--- config.mk ---
export PLATFORM = sky130hd
export DESIGN_NAME = rdback_stream_tx
export DESIGN_NICKNAME = d
export VERILOG_FILES = /design/src/rtl/rdback_stream_tx_pkg.sv /design/src/rtl/rdback_stream_tx_shift_reg.sv /design/src/rtl/rdback_stream_tx.sv
export SDC_FILE = /design/constraint.sdc
export NUM_CORES = 1
export LEC_CHECK = 0
export ABC_CLOCK_PERIOD_IN_PS = 3050
export BUFFER_PORTS_ARGS = -buffer_cell sky130_fd_sc_hd__buf_4
export CORE_MARGIN = 8
export CORE_UTILIZATION = 42
export CTS_CLUSTER_DIAMETER = 40
export CTS_CLUSTER_SIZE = 25
export DETAILED_ROUTE_END_ITERATION = 10
export PLACE_DENSITY = 0.69
export SYNTH_ARGS = -nofsm -noshare
export SYNTH_HDL_FRONTEND = slang
export SYNTH_HIERARCHICAL = 1
export SYNTH_SLANG_ARGS = --single-unit
export TNS_END_PERCENT = 5
--- constraint.sdc ---
create_clock -name clk -period 3.05 [get_ports clk]
set_clock_uncertainty 0.2 [all_clocks]
set_input_delay 0.4575 -clock clk [delete_from_list [all_inputs] [get_ports clk]]
set_output_delay 0.4575 -clock clk [all_outputs]
set_load 0.005 [all_outputs]
--- src/rtl/rdback_stream_tx_pkg.sv ---
// Shared definitions for the read-back stream drain: FSM state encodings and
// helpers deriving the word count and word-index width from the entry geometry.
package rdback_stream_tx_pkg;

    typedef enum logic [1:0] {
        RDTX_IDLE = 2'd0,
        RDTX_POP  = 2'd1,
        RDTX_LOAD = 2'd2,
        RDTX_SEND = 2'd3
    } rdtx_state_e;

    localparam int RDTX_DQ_WIDTH_DEF  = 64;
    localparam int RDTX_OUT_WIDTH_DEF = 32;

    function automatic int rdtx_nwords(input int dq_width, input int out_width);
        return (4 * dq_width) / out_width;
    endfunction

    // A single-word entry still gets a 1-bit index so the port never collapses.
    function automatic int rdtx_idx_width(input int nwords);
        return (nwords > 1) ? $clog2(nwords) : 1;
    endfunction

endpackage

--- src/rtl/rdback_stream_tx_shift_reg.sv ---
// Width-generic load/shift register: holds one FIFO entry, exposes the least-significant
// word, and tracks which word of the entry is currently presented.
module rdtx_shift_reg #(
    parameter int WIDTH      = 256,
    parameter int WORD_WIDTH = 32,
    parameter int NWORDS     = 8,
    parameter int IDX_WIDTH  = 3
) (
    input  logic                  clk,
    input  logic                  rst,
    input  logic                  load,
    input  logic                  shift,
    input  logic [WIDTH-1:0]      din,
    output logic [WORD_WIDTH-1:0] word,
    output logic                  last,
    output logic                  pre_last
);

    localparam logic [IDX_WIDTH-1:0] IDX_LAST = IDX_WIDTH'(NWORDS - 1);

    logic [WIDTH-1:0]     sr;
    logic [IDX_WIDTH-1:0] idx;

    always_ff @(posedge clk) begin
        if (rst) begin
            sr  <= '0;
            idx <= '0;
        end else if (load) begin
            sr  <= din;
            idx <= '0;
        end else if (shift) begin
            sr <= sr >> WORD_WIDTH;
            // Index saturates on the last word; the next load restarts it.
            if (idx != IDX_LAST) begin
                idx <= idx + IDX_WIDTH'(1);
            end
        end
    end

    assign word     = sr[WORD_WIDTH-1:0];
    assign last     = (idx == IDX_LAST);
    assign pre_last = (NWORDS > 1) && (idx == IDX_LAST - IDX_WIDTH'(1));

endmodule

--- src/rtl/rdback_stream_tx.sv ---
// Drains the SoftMC read-back FIFO and serialises each entry LSW-first onto a
// valid/ready stream. Optional entry counter port enabled by RDBACK_TX_CNT_EN.
module rdback_stream_tx
    import rdback_stream_tx_pkg::*;
#(
    parameter int DQ_WIDTH  = RDTX_DQ_WIDTH_DEF,
    parameter int OUT_WIDTH = RDTX_OUT_WIDTH_DEF,
    parameter int TCQ       = 100
) (
    input  logic                  clk,
    input  logic                  rst,
    input  logic                  rdback_fifo_empty,
    output logic                  rdback_fifo_rden,
    input  logic [4*DQ_WIDTH-1:0] rdback_data,
    output logic                  tx_valid,
    input  logic                  tx_ready,
    output logic [OUT_WIDTH-1:0]  tx_data,
    output logic                  tx_last,
    output logic                  tx_busy
`ifdef RDBACK_TX_CNT_EN
    ,
    output logic [31:0]           tx_entry_cnt
`endif
);

    localparam int RDTX_NWORDS = rdtx_nwords(DQ_WIDTH, OUT_WIDTH);
    localparam int IDX_WIDTH   = rdtx_idx_width(RDTX_NWORDS);

    // TCQ is a clock-to-out annotation for simulation models only; it is checked, not applied.
    if (((4 * DQ_WIDTH) % OUT_WIDTH) != 0 || TCQ < 0) begin : g_bad_param
        $error("rdback_stream_tx: OUT_WIDTH must divide 4*DQ_WIDTH and TCQ must be non-negative");
    end

    // Stream handshake: a word transfers on any rising edge where tx_valid and tx_ready
    // are both high; while tx_valid is high and tx_ready low, tx_data and tx_last hold.
    rdtx_state_e state;
    logic        sr_load;
    logic        sr_last;
    logic        sr_pre_last;
    logic        handshake;

    assign sr_load   = (state == RDTX_LOAD);
    assign handshake = (state == RDTX_SEND) && tx_valid && tx_ready;
    assign tx_busy   = (state != RDTX_IDLE);

    rdtx_shift_reg #(
        .WIDTH      (4 * DQ_WIDTH),
        .WORD_WIDTH (OUT_WIDTH),
        .NWORDS     (RDTX_NWORDS),
        .IDX_WIDTH  (IDX_WIDTH)
    ) u_shift_reg (
        .clk      (clk),
        .rst      (rst),
        .load     (sr_load),
        .shift    (handshake),
        .din      (rdback_data),
        .word     (tx_data),
        .last     (sr_last),
        .pre_last (sr_pre_last)
    );

    always_ff @(posedge clk) begin
        if (rst) begin
            state            <= RDTX_IDLE;
            rdback_fifo_rden <= 1'b0;
            tx_valid         <= 1'b0;
            tx_last          <= 1'b0;
        end else begin
            rdback_fifo_rden <= 1'b0;
            case (state)
                RDTX_IDLE: begin
                    if (!rdback_fifo_empty) begin
                        rdback_fifo_rden <= 1'b1;
                        state            <= RDTX_POP;
                    end
                end
                RDTX_POP: begin
                    state <= RDTX_LOAD;
                end
                RDTX_LOAD: begin
                    tx_valid <= 1'b1;
                    tx_last  <= (RDTX_NWORDS == 1);
                    state    <= RDTX_SEND;
                end
                RDTX_SEND: begin
                    if (handshake) begin
                        if (sr_last) begin
                            tx_valid <= 1'b0;
                            tx_last  <= 1'b0;
                            // Chain straight into the next entry to keep the bubble at two cycles.
                            if (!rdback_fifo_empty) begin
                                rdback_fifo_rden <= 1'b1;
                                state            <= RDTX_POP;
                            end else begin
                                state <= RDTX_IDLE;
                            end
                        end else begin
                            tx_last <= sr_pre_last;
                        end
                    end
                end
                default: begin
                    state <= RDTX_IDLE;
                end
            endcase
        end
    end

`ifdef RDBACK_TX_CNT_EN
    logic [31:0] entry_cnt;

    always_ff @(posedge clk) begin
        if (rst) begin
            entry_cnt <= '0;
        end else if (handshake && sr_last) begin
            entry_cnt <= entry_cnt + 32'd1;
        end
    end

    assign tx_entry_cnt = entry_cnt;
`endif

endmodule

==> results_dict.tcl, run 1 <==
set metrics [dict create \
    vias 10257 \
    coreArea_um2 31400 \
    tightest_slew_ns 0.819 \
    pre_cts_slack_ns 0.546 \
    synth_top_area_cell "dfxtp_1" \
    seqPwrFrac_pct 33.5 \
    required_ns 3.20 \
    antenna_found_initial 4 \
    synth_area_leaders "dfxtp_1 (40%), mux2_4 (23%), mux2i_1 (17%)" \
    worst_slack_ns 0.394 \
    ys_seq_elements 264 \
    area_growth_syn_to_layout_pct 47.8 \
    final.min_clock_period_ns 2.66 \
    yosysSeqAreaShare_pct 39.6 \
    numCtsBuffers 44 \
    leakage_nw 8.11 \
    place_area_um2 15700 \
    synth_edf_count 0 \
    peakVddDrop_mv 0.468 \
    die_height_um 194 \
    gr-total-overflow 0 \
    wire_per_inst_um 17.9 \
    fin_setup_tns_ns 0 \
    drc 0 \
    chipWidth_um 194 \
    grt_pass1_wl_um 60700 \
    multi_input_area_um2 7200 \
    grt_setup_unrepaired "no" \
    worst_setup_path_start_kind "register" \
    dp_cells 1803 \
    path_delay_family "simple AND/OR/NAND/NOR gates" \
    pwr_density_cell_nw_per_um2 704 \
    start_util_pct 42.5 \
    crit_path_end_kind "register" \
    p_comb_share_pct 29.9 \
    cts-root-buf "clkbuf_16" \
    syn_area_um2 13300 \
    yosys.area.top_type_share_pct 39.6 \
    fin_nets 1961 \
    synth.most_common_cell "dfxtp_1" \
    synthesis.nets 1463 \
    synth.avg_cell_area_um2 11.2 \
    status "complete, no violations" \
    rows 65 \
    cts.clk_slew.worst_paths_ns 0.05 \
    finalSetupViolCount 0 \
    track_usage_pct 19.5 \
    first_iter_violations 411 \
    fillers 2313 \
    dr.pass1.iters 4 \
    io_pins 296 \
    finish.instance_area_um2 19700 \
    synth_top_cells_by_count "dfxtp_1 (264), nor2_1 (258), mux2i_1 (225)" \
    cp_cell_sequence "ha_1 -> and3_4 -> buf_12 -> buf_4 -> mux2_4 -> mux2i_1 -> nor2_1" \
    cp_max_fo 17 \
    p_clk_share_pct 36.6 \
    gp_congestion 0.788 \
    synth_warnings 6 \
    final_antenna_net_count 0 \
    regArea_um2 5290 \
    critPathKind "reg -> reg" \
    finalMaxSlewViolations 0 \
    hold_class "in -> reg" \
    synth_cell_type_count 35 \
    switchingPower_mw 3.94 \
    htree_levels 2 \
    grt_max_degree 112 \
    cts_buffer_depth 3 \
    synth_flop_cell "dfxtp_1" \
    slew_headroom_pct 45.4 \
    numPortBuffers 295 \
    die_area_um2 37700 \
    cts_tree "yes" \
    cts.sinks 264 \
    fin_crit_sh_pct 87.1 \
    routed_wl_um 38200 \
    drv_cap 0 \
    fmax_mhz 377 \
    clock_latency_ns 0.51 \
    drive_above_1_share_pct 36.7 \
    max_stage_delay_ns 0.49 \
    place_hpwl_um 24300 \
    sw_frac_of_total_pct 28.4 \
    viasPerCell 4.81 \
    netlist_instances 1196 \
    final_hold_viol_count 0 \
    final_cells 2134 \
    critPathBufInv 2 \
    async_flop_share_pct 0 \
    arrival_ns 2.81 \
    cp_slowest_cell "dfxtp_1" \
    grt_pass1_vias 10868 \
    intPower_mw 9.93 \
]
-- per-layer routing --
layer | vias up | part of all wire [%] | GRT usage (%)
met4 | 0 | 1.9 | 5.29
met3 | 54 | 3.9 | 3.45
met5 | - | 0 | 0
met2 | 227 | 48 | 33.3
met1 | 4858 | 46 | 25.0
li1 | 5118 | - | -
-- placed cells by master (no fill, tap or decap), drive strengths merged, types with 2 or more instances in the layout --
cell type,count
dlygate4sd3,247
clkinvlp,3
and2,2
a21oi,36
inv,10
buf,327
clkbuf,56
ha,7
nand3b,2
nor2,258
nor3b,32
bufinv,6
mux2,224
dfxtp,264
mux2i,225
clkinv,11
diode,4
nor3,3
-- registers in the layout (all words and copies together) (netlist names) --
signal and cells:
u_shift_reg/sr 256, u_shift_reg/idx 3, state 2, rdback_fifo_rden 1, tx_last 1, tx_valid 1
-- final timing paths --
path / slack (ns) / depth (start not counted) / to / startpoint
worst min-delay path: 0.007 / 3 / u_shift_reg/sr[165]$_SDFFE_PP0P_ / rdback_data[165]
worst max-delay path: 0.39 / 7 / u_shift_reg/sr[150]$_SDFFE_PP0P_ / state[1]$_SDFFE_PP0P_
worst min register to register: 0.32 / 2 / tx_last$_SDFFE_PP0P_ / tx_last$_SDFFE_PP0P_
worst max register to register: 0.39 / 7 / u_shift_reg/sr[150]$_SDFFE_PP0P_ / state[1]$_SDFFE_PP0P_
-- kinds of logic after synthesis --
| kind of cell | count (synthesis) | synth area share, % |
|---|---|---|
| AO/OA/AOI/OAI | 41 | 1.83 |
| XOR/XNOR | 1 | 0.0657 |
| adder cells (fa/ha/maj) | 7 | 0.657 |
| buffers and inverters | 128 | 6.54 |
| flip-flops | 264 | 39.6 |
| multiplexers | 449 | 41.4 |
| AND/OR/NAND/NOR | 306 | 9.88 |
-- stage by stage --
| step | util (%) | power [mW] | hold slack, ns |
|---|---|---|---|
| after floorplan | - | 7.55 | 0.268 |
| after global placement | 50.0 | 8.37 | 0.305 |
| after detailed placement | 50.0 | 8.49 | 0.304 |
| after CTS | 62.7 | 13.9 | 0.000533 |
| after global routing | 62.8 | 14.6 | 0.0234 |
| final | 62.8 | 13.9 | 0.00726 |
-- power by group through the flow --
stage	combinational (mW)	sequential (mW)	clock, mW
final	4.15	4.65	5.08
after global placement	3.71	4.66	0
after detailed placement	3.80	4.69	0
after floorplan	3.09	4.47	0
after global routing	4.48	4.72	5.36
after CTS	4.09	4.63	5.18
-- timing repair --
action / 4_1_cts / 5_1_grt
resized for setup: 0 / 0
hold endpoints to repair: 246 / 1
buffers inserted: 0 / 0
hold buffers: 246 / 1
-- layout make-up --
| cell class | instances | area share, % |
|---|---|---|
| multi-input combinational | 804 | 36.5 |
| tap | 402 | 2.55 |
| clock buffer | 55 | 6.16 |
| timing repair buffer | 575 | 26.2 |
| inverter | 5 | 0.0952 |
| sequential | 264 | 26.8 |
| clock inverter | 25 | 1.62 |
| antenna | 4 | 0.0508 |
-- worst register-to-register path: cells and delay by family, from the launching register on --
kind,cells,cell delay [ns]
flip-flops,1,0.49
multiplexers,2,0.50
AND/OR/NAND/NOR,2,0.55
adder cells (fa/ha/maj),1,0.31
buffers and inverters,2,0.45
Power figures use the tool's default switching activity.
==> inputs of run 2 (changes only) <==
--- a/config.mk
+++ b/config.mk
@@ -9,6 +9,7 @@
 export BUFFER_PORTS_ARGS = -buffer_cell sky130_fd_sc_hd__buf_4
 export CORE_MARGIN = 8
 export CORE_UTILIZATION = 42
+export CTS_BUF_LIST = sky130_fd_sc_hd__clkbuf_4 sky130_fd_sc_hd__clkbuf_8
 export CTS_CLUSTER_DIAMETER = 40
 export CTS_CLUSTER_SIZE = 25
 export DETAILED_ROUTE_END_ITERATION = 10
==> run 2 against run 1 <==
Effect of this change:
- count of clock-buffer cells in the layout unchanged
- critical path depth is the same
- cell count is 0.52% higher
- critical path type unchanged
- maximum frequency is 2.6% higher
- largest power group is now registers
- via count increased by 1.3%
==> results_dict.tcl, run 2 (synthesis gave the netlist of run 1 again) <==
set metrics [dict create \
    fin_crit_sh_pct 84.9 \
    die_area_um2 37700 \
    fin_setup_tns_ns 0 \
    grt_pass1_wl_um 61100 \
    p_clk_share_pct 29.4 \
    antenna_found_initial 5 \
    max_stage_delay_ns 0.46 \
    viasPerCell 4.85 \
    status "complete, no violations" \
    ctsResizeCount 0 \
    final_antenna_net_count 0 \
    start_util_pct 42.5 \
    routed_wl_um 38500 \
    critPathKind "reg -> reg" \
    gr-total-overflow 0 \
    first_iter_violations 441 \
    hold_class "in -> reg" \
    p_comb_share_pct 33.4 \
    drc 0 \
    final_hold_viol_count 0 \
    cp_cell_sequence "ha_1 -> and3_4 -> buf_12 -> buf_12 -> mux2_4 -> mux2i_1 -> nor2_1" \
    cts-root-buf "clkbuf_8" \
    crit_top_cell "buf_12" \
    finalSetupViolCount 0 \
    fin_nets 1971 \
    wire_per_inst_um 17.9 \
    cts_tree "yes" \
    drive_above_1_share_pct 36.8 \
    cts.clk_slew.worst_paths_ns 0.07 \
    reg_top3 "u_shift_reg/sr x256, u_shift_reg/idx x3, state x2" \
    numPortBuffers 295 \
    cts.sinks 264 \
    clock_latency_ns 0.53 \
    dr.pass1.iters 4 \
    vias 10393 \
    pwr_density_cell_nw_per_um2 645 \
    intPower_mw 8.71 \
    die_height_um 194 \
    peakVddDrop_mv 0.376 \
    chipWidth_um 194 \
    area_growth_syn_to_layout_pct 44.9 \
    cts_buffer_depth 3 \
    htree_levels 2 \
    track_usage_pct 19.6 \
    rows 65 \
    arrival_ns 2.77 \
    place_hpwl_um 24300 \
    drv_cap 0 \
    dp_cells 1803 \
    final_cells 2145 \
    required_ns 3.23 \
    final_common_cell "buf_4" \
    largest_reg_flops 256 \
    fmax_mhz 386 \
    sw_frac_of_total_pct 30.1 \
    gp_congestion 0.788 \
    numCtsBuffers 44 \
    most-common-layout-cells "buf_4 (309), dfxtp_1 (264), nor2_1 (258)" \
    cp_max_fo 25 \
    grt_pass1_vias 11005 \
    regMostFlops "u_shift_reg/sr" \
    crit_path_end_kind "register" \
    tightest_slew_ns 0.813 \
    seqPwrFrac_pct 37.2 \
    cp_slowest_cell "and3_4" \
    path_delay_family "simple AND/OR/NAND/NOR gates" \
    leakage_nw 7.94 \
    worst_setup_path_start_kind "register" \
    finalMaxSlewViolations 0 \
    utilization_pct 61.6 \
    io_pins 296 \
    grt_setup_unrepaired "no" \
    final.min_clock_period_ns 2.59 \
    slew_headroom_pct 45.8 \
    grt_max_degree 112 \
    coreArea_um2 31400 \
    critPathBufInv 2 \
    switchingPower_mw 3.75 \
]
-- run 2: worst paths after layout --
kind,startpoint,endpoint,slack (ns),cells after the start
setup / recovery,state[1]$_SDFFE_PP0P_,u_shift_reg/sr[174]$_SDFFE_PP0P_,0.46,7
hold reg to reg,tx_last$_SDFFE_PP0P_,tx_last$_SDFFE_PP0P_,0.31,2
hold / removal,tx_ready,tx_valid$_SDFFE_PP0P_,0.09,4
setup reg to reg,state[1]$_SDFFE_PP0P_,u_shift_reg/sr[174]$_SDFFE_PP0P_,0.46,7
-- run 2: metal layers --
| layer | global-route usage, % | vias up | share of wire, % |
|---|---|---|---|
| li1 | - | 5130 | - |
| met1 | 24.8 | 4930 | 46 |
| met2 | 33.1 | 261 | 47 |
| met3 | 3.63 | 72 | 4.0 |
| met4 | 6.42 | 0 | 2.6 |
| met5 | 0 | - | 0 |
-- run 2: layout make-up --
type                            count  area, um^2
Antenna cell                        5        12.5
Clock buffer                       55         726
Clock inverter                     25         319
Fill cell                        2367       12100
Inverter                            5        18.8
Multi-Input combinational cell    804        7200
Sequential cell                   264        5290
Tap cell                          402         503
Timing Repair Buffer              585        5270
-- run 2: worst register-to-register path, delay by kind of cell (launching register included) --
family / cells / cell delay (ns)
DFF: 1 / 0.45
buffers and inverters: 2 / 0.49
and+or+nand+nor: 2 / 0.53
adders and majority gates: 1 / 0.29
muxes: 2 / 0.48
-- run 2: repair_timing --
action	in CTS	in global routing
hold endpoints to repair	257	0
hold buffers	257	0
setup buffers	0	0
setup endpoints to repair	0	0
-- run 2: power groups by stage --
stage,logic [mW],registers (mW),clock network [mW]
after floorplan,3.09,4.47,0
after global placement,3.71,4.66,0
after detailed placement,3.80,4.69,0
after CTS,4.10,4.62,3.77
after global routing,4.49,4.71,3.93
final,4.16,4.63,3.67
-- run 2: through the flow --
stage / total power, mW / instance area, um^2 / setup WS [ns] / hold WS [ns]
floorplan: 7.55 / 13300 / 1.00 / 0.268
global placement: 8.37 / 15700 / 0.627 / 0.305
detailed placement: 8.49 / 15700 / 0.546 / 0.304
CTS: 12.5 / 19300 / 0.518 / 0.0516
global route: 13.1 / 19300 / 0.360 / 0.0869
finish: 12.5 / 19300 / 0.462 / 0.0932
